==> config.mk <==
export PLATFORM = sky130hd
export DESIGN_NAME = hazard_scoreboard_unit_flat
export DESIGN_NICKNAME = d
export VERILOG_FILES = /design/src/rtl/hazard_scoreboard_unit_if.sv /design/src/rtl/hazard_scoreboard_unit.sv /design/src/flat_wrapper.sv
export SDC_FILE = /design/constraint.sdc
export NUM_CORES = 1
export LEC_CHECK = 0
export CORE_ASPECT_RATIO = 1.75
export CORE_UTILIZATION = 45
export CTS_CLUSTER_SIZE = 8
export DETAILED_ROUTE_END_ITERATION = 10
export DONT_BUFFER_PORTS = 1
export GPL_TIMING_DRIVEN = 0
export HOLD_SLACK_MARGIN = 0.02
export SYNTH_ARGS = -nofsm -noshare
export SYNTH_HDL_FRONTEND = slang
export SYNTH_SLANG_ARGS = --single-unit
==> constraint.sdc <==
create_clock -name clk -period 3.1 [get_ports clk]
set_clock_uncertainty 0.15 [all_clocks]
set_input_delay 0.465 -clock clk [delete_from_list [all_inputs] [get_ports clk]]
set_output_delay 0.465 -clock clk [all_outputs]
set_load 0.05 [all_outputs]
==> src/rtl/hazard_scoreboard_unit_if.sv <==
// rtl/hazard_scoreboard_unit_if.sv - pipeline-side signal bundle for the hazard scoreboard unit
interface hazard_scoreboard_unit_if #(
  parameter int REG_AW     = 5,
  parameter int FWD_STAGES = 2
);
  localparam int SELW = $clog2(FWD_STAGES + 1);

  logic [FWD_STAGES-1:0]        fwd_we;
  logic [FWD_STAGES*REG_AW-1:0] fwd_rd;
  logic [REG_AW-1:0]            idex_rs;
  logic [REG_AW-1:0]            idex_rt;
  logic                         idex_memread;
  logic [REG_AW-1:0]            idex_rt_dst;
  logic [REG_AW-1:0]            ifid_rs;
  logic [REG_AW-1:0]            ifid_rt;
  logic                         ifid_is_mdu;
  logic                         jump;
  logic                         branch_taken;
  logic                         mdu_start;
  logic [REG_AW-1:0]            mdu_rd;
  logic [SELW-1:0]              fwd_sel_a;
  logic [SELW-1:0]              fwd_sel_b;
  logic                         pc_write;
  logic                         ifid_write;
  logic                         ifid_flush;
  logic                         idex_flush;
  logic                         mdu_busy;
  logic                         mdu_done;

  modport master (
    output fwd_we, fwd_rd, idex_rs, idex_rt, idex_memread, idex_rt_dst,
           ifid_rs, ifid_rt, ifid_is_mdu, jump, branch_taken, mdu_start, mdu_rd,
    input  fwd_sel_a, fwd_sel_b, pc_write, ifid_write, ifid_flush, idex_flush,
           mdu_busy, mdu_done
  );

  modport slave (
    input  fwd_we, fwd_rd, idex_rs, idex_rt, idex_memread, idex_rt_dst,
           ifid_rs, ifid_rt, ifid_is_mdu, jump, branch_taken, mdu_start, mdu_rd,
    output fwd_sel_a, fwd_sel_b, pc_write, ifid_write, ifid_flush, idex_flush,
           mdu_busy, mdu_done
  );
endinterface

==> src/rtl/hazard_scoreboard_unit.sv <==
// rtl/hazard_scoreboard_unit.sv - forwarding selects, load-use/MDU stalls and flush control
module hazard_scoreboard_unit #(
  parameter int REG_AW     = 5,
  parameter int FWD_STAGES = 2,
  parameter int LOAD_LAT   = 1,
  parameter int MDU_LAT    = 8
) (
  input logic                clk,
  input logic                reset,
  hazard_scoreboard_unit_if.slave hz
);
  localparam int SELW = $clog2(FWD_STAGES + 1);

  typedef enum logic {RUN, LD_STALL} state_t;

  state_t            state, state_nxt;
  logic [2:0]        ld_cnt, ld_cnt_nxt;
  logic [5:0]        mdu_cnt;
  logic [REG_AW-1:0] mdu_rd_q;
  logic              mdu_busy_q;
  logic              mdu_done_q;
  logic              ld_haz;
  logic              mdu_haz;
  logic              stall;
  logic [SELW-1:0]   sel_a, sel_b;

  // Scan oldest to youngest so the youngest matching stage overwrites older ones.
  always_comb begin
    sel_a = '0;
    sel_b = '0;
    for (int k = FWD_STAGES - 1; k >= 0; k--) begin
      if (hz.fwd_we[k] && hz.fwd_rd[k*REG_AW +: REG_AW] != '0) begin
        if (hz.fwd_rd[k*REG_AW +: REG_AW] == hz.idex_rs) sel_a = SELW'(k + 1);
        if (hz.fwd_rd[k*REG_AW +: REG_AW] == hz.idex_rt) sel_b = SELW'(k + 1);
      end
    end
  end

  assign ld_haz = hz.idex_memread && (hz.idex_rt_dst != '0) &&
                  ((hz.idex_rt_dst == hz.ifid_rs) || (hz.idex_rt_dst == hz.ifid_rt));

  assign mdu_haz = mdu_busy_q && (hz.ifid_is_mdu ||
                   ((mdu_rd_q != '0) && ((mdu_rd_q == hz.ifid_rs) || (mdu_rd_q == hz.ifid_rt))));

  assign stall = ((state == RUN) && ld_haz) || (state == LD_STALL) || mdu_haz;

  always_ff @(posedge clk) begin
    if (reset) begin
      state  <= RUN;
      ld_cnt <= '0;
    end else begin
      state  <= state_nxt;
      ld_cnt <= ld_cnt_nxt;
    end
  end

  always_comb begin
    state_nxt  = state;
    ld_cnt_nxt = ld_cnt;
    case (state)
      RUN: begin
        if (ld_haz && !hz.branch_taken && (LOAD_LAT > 1)) begin
          state_nxt  = LD_STALL;
          ld_cnt_nxt = 3'(LOAD_LAT - 1);
        end
      end
      LD_STALL: begin
        if (hz.branch_taken) begin
          state_nxt  = RUN;
          ld_cnt_nxt = '0;
        end else begin
          ld_cnt_nxt = ld_cnt - 3'd1;
          if (ld_cnt == 3'd1) state_nxt = RUN;
        end
      end
      default: begin
        state_nxt  = RUN;
        ld_cnt_nxt = '0;
      end
    endcase
  end

  // A taken branch squashes only younger instructions, so the MDU op keeps running.
  always_ff @(posedge clk) begin
    if (reset) begin
      mdu_busy_q <= 1'b0;
      mdu_cnt    <= '0;
      mdu_rd_q   <= '0;
      mdu_done_q <= 1'b0;
    end else begin
      mdu_done_q <= 1'b0;
      if (mdu_busy_q) begin
        mdu_cnt <= mdu_cnt - 6'd1;
        if (mdu_cnt == 6'd1) begin
          mdu_done_q <= 1'b1;
          mdu_busy_q <= 1'b0;
        end
      end else if (hz.mdu_start) begin
        mdu_busy_q <= 1'b1;
        mdu_cnt    <= 6'(MDU_LAT - 1);
        mdu_rd_q   <= hz.mdu_rd;
      end
    end
  end

  always_comb begin
    hz.fwd_sel_a  = sel_a;
    hz.fwd_sel_b  = sel_b;
    hz.pc_write   = 1'b1;
    hz.ifid_write = 1'b1;
    hz.ifid_flush = 1'b0;
    hz.idex_flush = 1'b0;
    if (reset) begin
      hz.fwd_sel_a  = '0;
      hz.fwd_sel_b  = '0;
      hz.pc_write   = 1'b0;
      hz.ifid_write = 1'b0;
      hz.ifid_flush = 1'b1;
      hz.idex_flush = 1'b1;
    end else if (hz.branch_taken) begin
      hz.ifid_flush = 1'b1;
      hz.idex_flush = 1'b1;
    end else if (stall) begin
      hz.pc_write   = 1'b0;
      hz.ifid_write = 1'b0;
      hz.idex_flush = 1'b1;
    end else if (hz.jump) begin
      hz.ifid_flush = 1'b1;
    end
  end

  assign hz.mdu_busy = mdu_busy_q;
  assign hz.mdu_done = mdu_done_q;
endmodule

==> src/flat_wrapper.sv <==
// flat-port wrapper written by rule: the top's interface ports become plain ports
module hazard_scoreboard_unit_flat 
#(
  parameter int REG_AW     = 5,
  parameter int FWD_STAGES = 2,
  parameter int LOAD_LAT   = 1,
  parameter int MDU_LAT    = 8
)
  (clk, reset, hz_fwd_we, hz_fwd_rd, hz_idex_rs, hz_idex_rt, hz_idex_memread, hz_idex_rt_dst, hz_ifid_rs, hz_ifid_rt, hz_ifid_is_mdu, hz_jump, hz_branch_taken, hz_mdu_start, hz_mdu_rd, hz_fwd_sel_a, hz_fwd_sel_b, hz_pc_write, hz_ifid_write, hz_ifid_flush, hz_idex_flush, hz_mdu_busy, hz_mdu_done);
  hazard_scoreboard_unit_if #(.REG_AW(REG_AW), .FWD_STAGES(FWD_STAGES)) hz_i ();
  input logic clk;
  input logic reset;
  input wire logic [$bits(hz_i.fwd_we)-1:0] hz_fwd_we;
  input wire logic [$bits(hz_i.fwd_rd)-1:0] hz_fwd_rd;
  input wire logic [$bits(hz_i.idex_rs)-1:0] hz_idex_rs;
  input wire logic [$bits(hz_i.idex_rt)-1:0] hz_idex_rt;
  input wire logic [$bits(hz_i.idex_memread)-1:0] hz_idex_memread;
  input wire logic [$bits(hz_i.idex_rt_dst)-1:0] hz_idex_rt_dst;
  input wire logic [$bits(hz_i.ifid_rs)-1:0] hz_ifid_rs;
  input wire logic [$bits(hz_i.ifid_rt)-1:0] hz_ifid_rt;
  input wire logic [$bits(hz_i.ifid_is_mdu)-1:0] hz_ifid_is_mdu;
  input wire logic [$bits(hz_i.jump)-1:0] hz_jump;
  input wire logic [$bits(hz_i.branch_taken)-1:0] hz_branch_taken;
  input wire logic [$bits(hz_i.mdu_start)-1:0] hz_mdu_start;
  input wire logic [$bits(hz_i.mdu_rd)-1:0] hz_mdu_rd;
  output wire logic [$bits(hz_i.fwd_sel_a)-1:0] hz_fwd_sel_a;
  output wire logic [$bits(hz_i.fwd_sel_b)-1:0] hz_fwd_sel_b;
  output wire logic [$bits(hz_i.pc_write)-1:0] hz_pc_write;
  output wire logic [$bits(hz_i.ifid_write)-1:0] hz_ifid_write;
  output wire logic [$bits(hz_i.ifid_flush)-1:0] hz_ifid_flush;
  output wire logic [$bits(hz_i.idex_flush)-1:0] hz_idex_flush;
  output wire logic [$bits(hz_i.mdu_busy)-1:0] hz_mdu_busy;
  output wire logic [$bits(hz_i.mdu_done)-1:0] hz_mdu_done;
  assign hz_i.fwd_we = hz_fwd_we;
  assign hz_i.fwd_rd = hz_fwd_rd;
  assign hz_i.idex_rs = hz_idex_rs;
  assign hz_i.idex_rt = hz_idex_rt;
  assign hz_i.idex_memread = hz_idex_memread;
  assign hz_i.idex_rt_dst = hz_idex_rt_dst;
  assign hz_i.ifid_rs = hz_ifid_rs;
  assign hz_i.ifid_rt = hz_ifid_rt;
  assign hz_i.ifid_is_mdu = hz_ifid_is_mdu;
  assign hz_i.jump = hz_jump;
  assign hz_i.branch_taken = hz_branch_taken;
  assign hz_i.mdu_start = hz_mdu_start;
  assign hz_i.mdu_rd = hz_mdu_rd;
  assign hz_fwd_sel_a = hz_i.fwd_sel_a;
  assign hz_fwd_sel_b = hz_i.fwd_sel_b;
  assign hz_pc_write = hz_i.pc_write;
  assign hz_ifid_write = hz_i.ifid_write;
  assign hz_ifid_flush = hz_i.ifid_flush;
  assign hz_idex_flush = hz_i.idex_flush;
  assign hz_mdu_busy = hz_i.mdu_busy;
  assign hz_mdu_done = hz_i.mdu_done;
  hazard_scoreboard_unit #(.REG_AW(REG_AW), .FWD_STAGES(FWD_STAGES), .LOAD_LAT(LOAD_LAT), .MDU_LAT(MDU_LAT)) u_core (.clk(clk), .reset(reset), .hz(hz_i));
endmodule
# Word-level counts from Yosys, hierarchy flattened
# Cells that the tools add are included.
# op_classes
addsub	2
n_eq_ne	10
muxes	28
bitwise_logic	2
reduce_logical	20
# op_table
operator	n
$eq 5x5->1	8
$mux 2	10
$reduce_bool 5->1	4
$mux 1	15
$mux 6	2
$logic_and 1x1->1	7
$eq 6x1->1 const B	1
$sub 6x1->6 const B	1
$logic_or 1x1->1	5
$eq 3x1->1 const B	1
$mux 3	1
$reduce_or 3->1	1
$sub 3x1->3 const B	1
$not 1->1	2
$reduce_and 2->1	1
$reduce_bool 2->1	1
$reduce_or 2->1	1
# word_totals
regBits	17
out_inout_bits	10
wordCells	68

# Logic depth before layout (Yosys ltp)
# logic_depth
word_depth	9
ltp_mapped	6
depth_no_buf	6

# Worst setup path after synthesis
# No wires, ideal clock.
# synth_path
path_type	input-to-output
start	in hz_idex_rt_dst[0]
end	out hz_pc_write
arrival_ns	2.845
required_time_ns	2.485
path_slack_ns	-0.360
cell_stages	5
path_cell_list	or4_1 > o21ai_1 > o21bai_1 > a211oi_1 > buf_4
# synth_via
elab_chain_cells	9
# synth_rtl
element	line	text
start, declared	flat_wrapper.sv:18	input wire logic [$bits(hz_i.idex_rt_dst)-1:0] hz_idex_rt_dst;
$eq 5x5->1 / $reduce_bool 5->1 (equally long branches)	hazard_scoreboard_unit.sv:40, hazard_scoreboard_unit.sv:39	
$logic_or 1x1->1 / $logic_and 1x1->1 (equally long branches)	hazard_scoreboard_unit.sv:40, hazard_scoreboard_unit.sv:39	
$logic_and 1x1->1 (*)	hazard_scoreboard_unit.sv:39	assign ld_haz = hz.idex_memread && (hz.idex_rt_dst != '0) &&
$logic_and 1x1->1 (*)	hazard_scoreboard_unit.sv:45	assign stall = ((state == RUN) && ld_haz) || (state == LD_STALL) || mdu_haz;
$logic_or 1x1->1 (*) (2 in a row)	hazard_scoreboard_unit.sv:45	
$mux 1 (*) (3 in a row)	n/a	
end, declared	flat_wrapper.sv:28	output wire logic [$bits(hz_i.pc_write)-1:0] hz_pc_write;
# Mark *: on every way between the ends. The rest lies on a longest branch, timed or not.

# Worst setup path in the final report
# Same ends and word-level chain as after synthesis.

==> flow_summary.yaml <==
outcome:
  status: "complete, no violations"
floorplanning:
  core_sq_um: 2750
  die_w_um: 43.2
  start_util_pct: 48.5
  dieArea_sq_um: 3200
  die_h_um: 74.1
  row_count: 25
  ioPinCount: 59
worst_setup_path:
  rrSetupSlack_ps: 1370
  path_class: "in2out"
  critPathArrivalTime_ps: 2410
  r2r_start: "u_core.hz.mdu_busy"
  critPathMaxFanout: 3
  cp.required_ps: 2480
  cp-startpoint: "hz_idex_rt_dst[0]"
  cp-end-kind: "output port"
  setup.worst_path.start_class: "primary input"
clock_tree:
  clock_latency_ps: 250
  cts_setup_buffers: 0
  clk_path_buf_depth: 2
  cts-root-buf: "clkbuf_8"
  cts_resized: 0
  cts_sinks: 17
  cts_tree: "yes"
  clk_pin_slew_ps: 70
  htreeDepth: 1
  cts_buffers: 3
  hold_buffers: 0
cells_and_area:
  nets: 223
  antennaDiodeCount: 0
  drive_above_1_share_pct: 7.69
  area.growth.synth_to_final_pct: 7.86
  instances_no_fill: 196
yosys:
  netlist_area_sq_um: 1340
  yosys_warnings: 0
  synthMuxAreaShare_pct: 5.99
  async_reset_ff_share_pct: 0
  synth.net_count: 218
  synth-compound-area-share_pct: 10.4
  synthCells: 165
  yosys.area_share.simple_pct: 23.4
  ys_seq_area_share_pct: 25.5
  synth_ff_type: "dfxtp_1"
  synthAdderAreaFrac_pct: 3.75
  ys_ff_latch: 17
  synth_xor_area_share_pct: 26.2
  synth_edf_count: 0
  synth.avg_cell_area_sq_um: 8.10
  synth_top_family_by_area: "XOR/XNOR gates"
  ys_types: 30
grt:
  antenna_found_initial: 0
  grt_pass1_wl_mm: 4.93
  grt_max_degree: 12
  grt_usage_pct: 20.1
  overflow: 0
  grt_pass1_vias: 1272
pwr:
  irDropWorstVdd_mv: 0.241
  power.leakage_nw: 0.521
  powerDensity_nw_per_um2: 383
placement:
  post-place-ws_ps: 77.4
  dp_hpwl_mm: 2.62
  dp.cells: 192
  routabilityCongestion: 0.864
  port-buffer-count: 0
timing:
  slew_viol_final: 0
  fmax_ghz: 0.331
  slew_headroom_pct: 19.6
  finalCriticalPeriod_ps: 3020
  worst_pin_slew_ps: 1200
  hold_viol: 0
  rsz0062_at_grt: "false"
  post-route-period-util_pct: 97.5
  finalSetupViolations: 0
  tns_ps: 0
  finalWorstSetupSlack_ps: 76.4
detailed_routing:
  drc: 0
  dr.pass1.iters: 4
  vias: 1154
  viasPerCell: 5.89
  antenna_left: 0
  routed_wl_mm: 3.06
  drt-wirelength-per-cell_um: 15.6
  drt_iter0_drc: 22
job:
  drv_cap: 0
min_path:
  hp-start: "hz_mdu_rd[4]"
  hold_path_class: "in2reg"
worst paths after layout:
kind	endpoint	cells past startpoint
worst max register to register	u_core.mdu_cnt[4]	4
worst min-delay path	u_core.mdu_rd_q[4]	2
worst max-delay path	hz_pc_write	5
worst min register to register	u_core.state	2
critical path: stages:
cell      delay, ps
or4_1           510
o21ai_1         130
o21bai_1        120
a211oi_2        840
buf_4           340
routing by layer:
metal,wire length [um],up-vias,track usage (%),share of wire [%]
met4,30,0,9.09,0.98
met2,1810,49,43.1,59
li1,-,581,-,-
met3,215,2,3.88,7.0
met1,1010,522,16.1,33
met5,0,-,0,0
power breakdown:
part,internal (mW),switching [mW],total (mW)
Combinational,0.0589,0.0749,0.134
Sequential,0.231,0.0199,0.251
Clock,0.0904,0.0771,0.167
cell usage after synthesis (4+ instances only):
master | n | area [sq um]
xor2_1 | 26 | 228
nor2_1 | 20 | 75.1
dfxtp_1 | 17 | 340
xnor2_1 | 14 | 123
nor3_1 | 12 | 60.1
inv_1 | 11 | 41.3
mux2i_1 | 8 | 80.1
nand2_1 | 6 | 22.5
or4_1 | 6 | 45.0
a21oi_1 | 5 | 25.0
ha_1 | 4 | 50.1
cell usage in the layout (no fill, tap or decap), drive strengths merged, types with 2 or more instances in the layout:
cell    Yosys  final
a211oi      3      3
a21oi       5      5
a311oi      2      2
a31oi       2      2
buf         2      2
clkbuf      3      6
dfxtp      17     17
ha          4      4
inv        11     11
mux2i       8      8
nand2       6      6
nand3       2      2
nand4       3      3
nor2       20     20
nor2b       3      3
nor3       12     12
nor4        5      5
o21ai       6      6
or4         6      6
xnor2      14     14
xor2       26     26
cell families (layout without fill, tap and decap cells):
logic type	Yosys count	in the layout
flip-flops	17	17
AND/OR/NAND/NOR	59	59
XOR/XNOR	40	40
AO/OA/AOI/OAI	21	21
multiplexers	8	8
adder cells (fa/ha/maj)	4	4
buffers and inverters	16	20
state kept, by name, indices dropped and copies added, names as in the netlist:
name	count
u_core.hz.mdu_busy	1
u_core.hz.mdu_done	1
u_core.ld_cnt	3
u_core.mdu_cnt	6
u_core.mdu_rd_q	5
u_core.state	1
layout make-up:
cell class	count	area [sq um]
Fill cell	276	1310
Clock buffer	3	41.3
Sequential cell	17	340
Inverter	11	41.3
Tap cell	27	33.8
Multi-Input combinational cell	132	955
Buffer	5	22.5
Clock inverter	1	7.51
stage by stage:
step                      power [mW]  utilization [%]  hold slack [ps]  area [sq um]
after floorplan                0.366                -              285          1340
after global placement         0.384             50.0              301          1380
after detailed placement       0.390             50.6              314          1390
after CTS                      0.560             52.4              209          1440
after global routing           0.586             52.4              215          1440
final                          0.552             52.4              211          1440
Note: power is estimated with default switching activity, not from simulation.
